`src/rtl/fir_ctrl_pkg.sv`:
```
// fir_ctrl_pkg
// Shared definitions for the FIR frame sequencer: the controller state
// encoding and the default widths and sizes used when the top is built
// without parameter overrides.
package fir_ctrl_pkg;

  localparam int IN_W        = 16;      // sample width
  localparam int OUT_W       = 38;      // FIR result width
  localparam int CNT_W       = 18;      // sample counter width
  localparam int FRAME_LEN   = 221184;  // samples per frame
  localparam int TIMEOUT_CYC = 256;     // watchdog limit in WAIT_OUT cycles

  typedef enum logic [2:0] {
    IDLE,
    FETCH,
    ISSUE,
    WAIT_OUT,
    DELIVER,
    DONE
  } state_t;

endpackage

```
`src/rtl/fir_wdog.sv`:
```
// fir_wdog
// Loadable down-counter used as the WAIT_OUT watchdog. Loading places
// load_val in the counter; each enabled cycle counts down by one and the
// count parks at zero. expired is high whenever the count is zero.
//
// Ports:
//   clkk      in  1  clock, rising edge
//   rst_n     in  1  synchronous active-low reset (count clears to 0)
//   load      in  1  load load_val (takes priority over en)
//   load_val  in  W  value to load
//   en        in  1  count down by one
//   expired   out 1  count is zero
module fir_wdog #(
  parameter int W = 9
) (
  input  logic         clkk,
  input  logic         rst_n,
  input  logic         load,
  input  logic [W-1:0] load_val,
  input  logic         en,
  output logic         expired
);

  logic [W-1:0] count_reg;

  always_ff @(posedge clkk) begin
    if (!rst_n) begin
      count_reg <= '0;
    end else if (load) begin
      count_reg <= load_val;
    end else if (en && (count_reg != '0)) begin
      count_reg <= count_reg - W'(1);
    end
  end

  assign expired = (count_reg == '0);

endmodule

```
`src/rtl/fir_frame_sequencer.sv`:
```
// fir_frame_sequencer
// Feeds one frame of samples through a FIR core that has a single-sample
// inputValid/outputValid handshake. Each upstream sample is captured,
// handed to the core with a one-cycle valid pulse, the core result is
// captured and offered downstream; the frame ends after FRAME_LEN results
// have been accepted downstream.
//
// Optional feature macro: FIR_TIMEOUT_EN
//   defined   - a watchdog aborts the frame (to DONE, still pulsing done)
//               when the core gives no result within TIMEOUT_CYC cycles
//               of WAIT_OUT, and sets the sticky err_timeout flag.
//   undefined - WAIT_OUT waits forever, err_timeout is tied to 0.
//
// Ports:
//   clkk          in  1      clock, rising edge
//   rst_n         in  1      synchronous active-low reset
//   start         in  1      begin a frame (honoured only in IDLE)
//   s_valid       in  1      upstream sample valid
//   s_ready       out 1      upstream ready (FETCH only)
//   s_data        in  IN_W   upstream sample
//   fir_in_valid  out 1      one-cycle pulse to core inputValid
//   fir_in_data   out IN_W   to core FIR_input (captured sample)
//   fir_out_valid in  1      core outputValid (used in WAIT_OUT only)
//   fir_out_data  in  OUT_W  core FIR_output
//   m_valid       out 1      downstream result valid (DELIVER)
//   m_ready       in  1      downstream ready
//   m_data        out OUT_W  downstream result (captured core output)
//   sample_cnt    out CNT_W  results delivered in the current frame
//   busy          out 1      any state except IDLE
//   done          out 1      one-cycle end-of-frame pulse
//   err_timeout   out 1      sticky watchdog error
module fir_frame_sequencer #(
  parameter int IN_W        = fir_ctrl_pkg::IN_W,
  parameter int OUT_W       = fir_ctrl_pkg::OUT_W,
  parameter int FRAME_LEN   = fir_ctrl_pkg::FRAME_LEN,
  parameter int CNT_W       = fir_ctrl_pkg::CNT_W,
  parameter int TIMEOUT_CYC = fir_ctrl_pkg::TIMEOUT_CYC
) (
  input  logic             clkk,
  input  logic             rst_n,
  input  logic             start,
  input  logic             s_valid,
  output logic             s_ready,
  input  logic [IN_W-1:0]  s_data,
  output logic             fir_in_valid,
  output logic [IN_W-1:0]  fir_in_data,
  input  logic             fir_out_valid,
  input  logic [OUT_W-1:0] fir_out_data,
  output logic             m_valid,
  input  logic             m_ready,
  output logic [OUT_W-1:0] m_data,
  output logic [CNT_W-1:0] sample_cnt,
  output logic             busy,
  output logic             done,
  output logic             err_timeout
);

  import fir_ctrl_pkg::*;

  // Elaboration-time sanity checks on the frame configuration.
  if (FRAME_LEN < 1) begin : g_bad_frame_len
    $error("FRAME_LEN must be at least 1");
  end
  if ((CNT_W < 32) && ((longint'(1) << CNT_W) <= longint'(FRAME_LEN))) begin : g_bad_cnt_w
    $error("CNT_W too narrow for FRAME_LEN");
  end
  if (TIMEOUT_CYC < 1) begin : g_bad_timeout
    $error("TIMEOUT_CYC must be at least 1");
  end

  // Count value at which the next accepted result completes the frame.
  localparam logic [CNT_W-1:0] LAST_CNT = CNT_W'(FRAME_LEN - 1);

  state_t             state_reg, state_next;
  logic [IN_W-1:0]    in_data_reg;
  logic [OUT_W-1:0]   out_data_reg;
  logic [CNT_W-1:0]   cnt_reg;
  logic               timeout_hit;

  // State register
  always_ff @(posedge clkk) begin
    if (!rst_n) begin
      state_reg <= IDLE;
    end else begin
      state_reg <= state_next;
    end
  end

  // Next state and state-decoded outputs
  always_comb begin
    state_next   = state_reg;
    s_ready      = 1'b0;
    fir_in_valid = 1'b0;
    m_valid      = 1'b0;
    done         = 1'b0;
    busy         = 1'b1;
    case (state_reg)
      IDLE: begin
        busy = 1'b0;
        if (start) state_next = FETCH;
      end
      FETCH: begin
        s_ready = 1'b1;
        if (s_valid) state_next = ISSUE;
      end
      ISSUE: begin
        fir_in_valid = 1'b1;
        state_next   = WAIT_OUT;
      end
      WAIT_OUT: begin
        // A result arriving in the expiry cycle still wins.
        if (fir_out_valid)    state_next = DELIVER;
        else if (timeout_hit) state_next = DONE;
      end
      DELIVER: begin
        m_valid = 1'b1;
        if (m_ready) state_next = (cnt_reg == LAST_CNT) ? DONE : FETCH;
      end
      DONE: begin
        done       = 1'b1;
        state_next = IDLE;
      end
      default: begin
        state_next = IDLE;
      end
    endcase
  end

  // Data capture and result counter
  always_ff @(posedge clkk) begin
    if (!rst_n) begin
      in_data_reg  <= '0;
      out_data_reg <= '0;
      cnt_reg      <= '0;
    end else begin
      if ((state_reg == IDLE) && start) begin
        cnt_reg <= '0;
      end
      if ((state_reg == FETCH) && s_valid) begin
        in_data_reg <= s_data;
      end
      if ((state_reg == WAIT_OUT) && fir_out_valid) begin
        out_data_reg <= fir_out_data;
      end
      if ((state_reg == DELIVER) && m_ready) begin
        cnt_reg <= cnt_reg + CNT_W'(1);
      end
    end
  end

  assign fir_in_data = in_data_reg;
  assign m_data      = out_data_reg;
  assign sample_cnt  = cnt_reg;

`ifdef FIR_TIMEOUT_EN
  localparam int WDOG_W = $clog2(TIMEOUT_CYC + 1);

  logic wdog_expired;
  logic err_reg;

  // Loaded during ISSUE so the first WAIT_OUT cycle sees TIMEOUT_CYC-1;
  // the counter reaches zero in the TIMEOUT_CYC-th WAIT_OUT cycle.
  fir_wdog #(
    .W (WDOG_W)
  ) u_wdog (
    .clkk     (clkk),
    .rst_n    (rst_n),
    .load     (state_reg == ISSUE),
    .load_val (WDOG_W'(TIMEOUT_CYC - 1)),
    .en       (state_reg == WAIT_OUT),
    .expired  (wdog_expired)
  );

  assign timeout_hit = (state_reg == WAIT_OUT) && wdog_expired && !fir_out_valid;

  always_ff @(posedge clkk) begin
    if (!rst_n) begin
      err_reg <= 1'b0;
    end else if ((state_reg == IDLE) && start) begin
      err_reg <= 1'b0;
    end else if (timeout_hit) begin
      err_reg <= 1'b1;
    end
  end

  assign err_timeout = err_reg;
`else
  assign timeout_hit = 1'b0;
  assign err_timeout = 1'b0;
`endif

endmodule

```
`config.mk`:
```
export PLATFORM = sky130hd
export DESIGN_NAME = fir_frame_sequencer
export DESIGN_NICKNAME = d
export VERILOG_FILES = /design/src/rtl/fir_ctrl_pkg.sv /design/src/rtl/fir_wdog.sv /design/src/rtl/fir_frame_sequencer.sv
export SDC_FILE = /design/constraint.sdc
export NUM_CORES = 1
export LEC_CHECK = 0
export BUFFER_PORTS_ARGS = -buffer_cell sky130_fd_sc_hd__buf_2
export CAP_MARGIN = 20
export CORE_ASPECT_RATIO = 2
export CORE_MARGIN = 2
export CORE_UTILIZATION = 51
export CTS_CLUSTER_SIZE = 25
export DETAILED_ROUTE_END_ITERATION = 6
export GPL_TIMING_DRIVEN = 0
export PLACE_DENSITY = 0.9
export SYNTH_ARGS = -nofsm -noshare
export SYNTH_HDL_FRONTEND = slang
export SYNTH_SLANG_ARGS = --single-unit
```
`constraint.sdc`:
```
create_clock -name clkk -period 4.8 [get_ports clkk]
set_clock_uncertainty 0.2 [all_clocks]
set_input_delay 0.96 -clock clkk [delete_from_list [all_inputs] [get_ports clkk]]
set_output_delay 0.96 -clock clkk [all_outputs]
set_load 0.01 [all_outputs]
```
==> flow_summary.yaml <==
run_status:
  outcome: "complete, no violations"
pwr:
  switchingPower_mw: 0.352
  seq_power_share: 0.428
  total_power_mw: 1.52
  leakage_nw: 1.94
  internal_power_mw: 1.16
  comb_power_share: 0.107
  vdd_drop_max_mv: 0.261
  clkPwrFrac: 0.464
  p_per_area_nw_per_um2: 353
  switching_share: 0.232
worst_setup_path:
  cp_cell_sequence: "buf_2 > nor3b_2 > buf_2"
  cp_slowest_cell: "dfxtp_1"
  worst-endpoint-required_ns: 3.64
  crit_cells: 3
  reg2reg_to: "sample_cnt[12]"
  criticalPathCategory: "flip-flop to output port"
  cp_top_family: "buffers and inverters"
  cp_slowest_stage_delay_ns: 0.41
  crit_arrival_ns: 1.42
  reg2reg_from: "sample_cnt[0]"
  regToRegSetupSlack_ns: 2.78
  worstSetupEndpoint: "m_valid"
  path_buf_inv: 2
  crit_path_end_kind: "output port"
  critPathMostFrequentCell: "buf_2"
  critPathLaunchType: "flip-flop"
  startpoint: "state_reg[2]"
  rr_worst_depth: 6
  worstPathMaxFanout: 10
global_route:
  grt_usage: 0.250
  grt_overflow: 0
  grt_max_degree: 13
  grt_pass1_wl_um: 13300
  grt_pass1_vias: 3084
  antenna_found_initial: 0
sta:
  max_slew_margin: 0.645
  tightest_slew_ns: 0.529
  fmax_mhz: 388
  rsz0062_at_grt: "no"
  layout_setup_ws_ns: 2.22
  fin_tns_setup_ns: 0
  period_share: 0.537
  period_needed_ns: 2.58
  hold_violations: 0
  setup_violations: 0
  slew_violations: 0
cts:
  clock_latency_ns: 0.33
  cts_made_buffers: 9
  clk_pin_slew_worst_paths_ns: 0.06
  cts_num_sinks: 75
  tritoncts: "yes"
  cts_resized: 0
  htreeDepth: 3
  cts_setup_buffers: 0
  cts_hold_buf: 0
  clk_path_buf_depth: 2
  root_buffer: "clkbuf_16"
place:
  hpwl_um: 6420
  placed_area_sq_um: 3980
  io_buffers: 135
  gp_congestion: 0.822
  post-place-ws_ns: 2.14
final_layout:
  postLayoutCoreUtil: 0.709
  layout.nets: 589
  fin_area_sq_um: 4290
  largest_register_ffs: 38
  layout-drive-gt1-share: 0.304
  num_antenna_cells: 0
  area_growth_pct: 34.1
synthesis:
  netlist_area_sq_um: 3200
  synth_top_flop_cell: "dfxtp_1"
  avgSynthCellArea_sq_um: 8.38
  synth-async-reset-ratio: 0
  synth_seq_area_share: 0.469
  synth.largest_area_cell: "dfxtp_1"
  yosysWarnings: 0
  syn-num-nets: 443
  synth.area.top_cells: "dfxtp_1, nand2_1, a21boi_1"
  synth_top_area_frac: 0.469
  synth_seq_cells: 75
  synthesis.instances: 382
  synth_cell_type_count: 48
  synth-edff-count: 0
drt:
  dr_wl_met3_um: 431
  vias: 3251
  drt_pass1_iterations: 4
  vias_per_cell: 5.27
  post_drt_wl_per_cell_um: 14.1
  drc_errors: 0
  wl_met1_um: 3170
  drtAntennaViolNets: 0
  routed_wirelength_um: 8680
  highest_layer: "met4"
  dr.first_iter.drc_count: 159
  route.met2.wl_um: 4850
floorplanning:
  chipHeight_um: 116
  rows: 40
  num_io_pins: 138
  dieArea_sq_um: 6970
  initial_core_util: 0.529
  fp.dieW_um: 60.0
  core_sq_um: 6060
flow_run:
  max_cap_violations: 0
min_path:
  hold_path_class: "flip-flop to flip-flop"
-- cells by family after synthesis --
group                    after synthesis  synth area share
flip-flops                            75             0.469
AND/OR/NAND/NOR                      188             0.280
AO/OA/AOI/OAI                         81             0.186
multiplexers                           4            0.0125
buffers and inverters                 30            0.0422
adder cells (fa/ha/maj)                1           0.00391
XOR/XNOR                               2           0.00547
other                                  1           0.00117
-- tightest hold or removal path, cell delays in order, from the launching register on --
cell and delay [ns]:
dfxtp_1 0.30, nand2_1 0.05, a21boi_1 0.05
-- cells in the final DEF (no fill, tap or decap), types with 2 or more instances in the layout --
cell type	netlist	layout
buf_2	6	141
nand2_1	120	120
dfxtp_1	75	75
a21boi_1	52	52
clkbuf_1	19	21
nand3_1	14	14
nor2_1	9	9
clkbuf_16	0	9
and3_1	6	6
a21boi_0	6	6
nor3b_1	5	5
nand2b_1	5	5
buf_4	4	4
mux2i_1	4	4
nand4_1	4	4
a31oi_1	4	4
o21a_1	4	4
a21oi_1	4	4
nor2b_1	3	3
or3_1	2	2
and2_1	2	2
nand4b_1	2	2
nor4_1	2	2
o211ai_1	2	2
and4b_1	2	2
o21ai_0	2	2
o221a_1	2	2
clkinv_2	0	2
bufinv_16	0	2
-- synth_stat cells (2+ instances only) --
library cell / instances
nor3b_1: 5
nor2_1: 9
or3_1: 2
nand4b_1: 2
nand3_1: 14
nor4_1: 2
o211ai_1: 2
a21boi_1: 52
o21ai_0: 2
mux2i_1: 4
a21boi_0: 6
dfxtp_1: 75
o221a_1: 2
clkbuf_1: 19
and3_1: 6
nand4_1: 4
buf_4: 4
nand2_1: 120
and2_1: 2
a21oi_1: 4
buf_2: 6
o21a_1: 4
a31oi_1: 4
nor2b_1: 3
and4b_1: 2
nand2b_1: 5
-- power groups by stage --
stage | logic, mW | clock network, mW | registers (mW)
final | 0.162 | 0.704 | 0.649
after global routing | 0.179 | 0.732 | 0.651
after CTS | 0.162 | 0.711 | 0.649
after detailed placement | 0.161 | 0 | 0.663
after global placement | 0.156 | 0 | 0.662
after floorplan | 0.0889 | 0 | 0.667
-- per-stage QoR --
step | hold slack, ns | std cells
floorplan | 0.279 | 382
global placement | 0.237 | 601
detailed placement | 0.242 | 601
CTS | 0.249 | 617
global route | 0.265 | 617
finish | 0.248 | 617
-- layout make-up --
type	count	area, sq um
clock inverters	5	77.6
fillers	491	1760
plain buffers	29	131
inverters	1	3.75
flip-flops and latches	75	1500
repair buffers	135	676
clock buffers	11	233
well taps	84	105
multi-input cells	277	1570
-- worst min-delay path by stage --
stage,startpoint,end,cells after the start
2_1_floorplan,fir_in_data[10],fir_in_data[10],2
3_3_place_gp,m_data[15],m_data[15],2
3_5_place_dp,m_data[26],m_data[26],2
4_1_cts,m_data[26],m_data[26],2
5_1_grt,fir_in_data[14],fir_in_data[14],2
6_report,m_data[26],m_data[26],2
-- per-layer routing --
layer | GRT usage | up-vias
met2 | 0.454 | 124
li1 | - | 1585
met1 | 0.253 | 1524
met3 | 0.0525 | 18
met5 | 0 | -
met4 | 0.132 | 0
(Power assumes the default switching activity.)
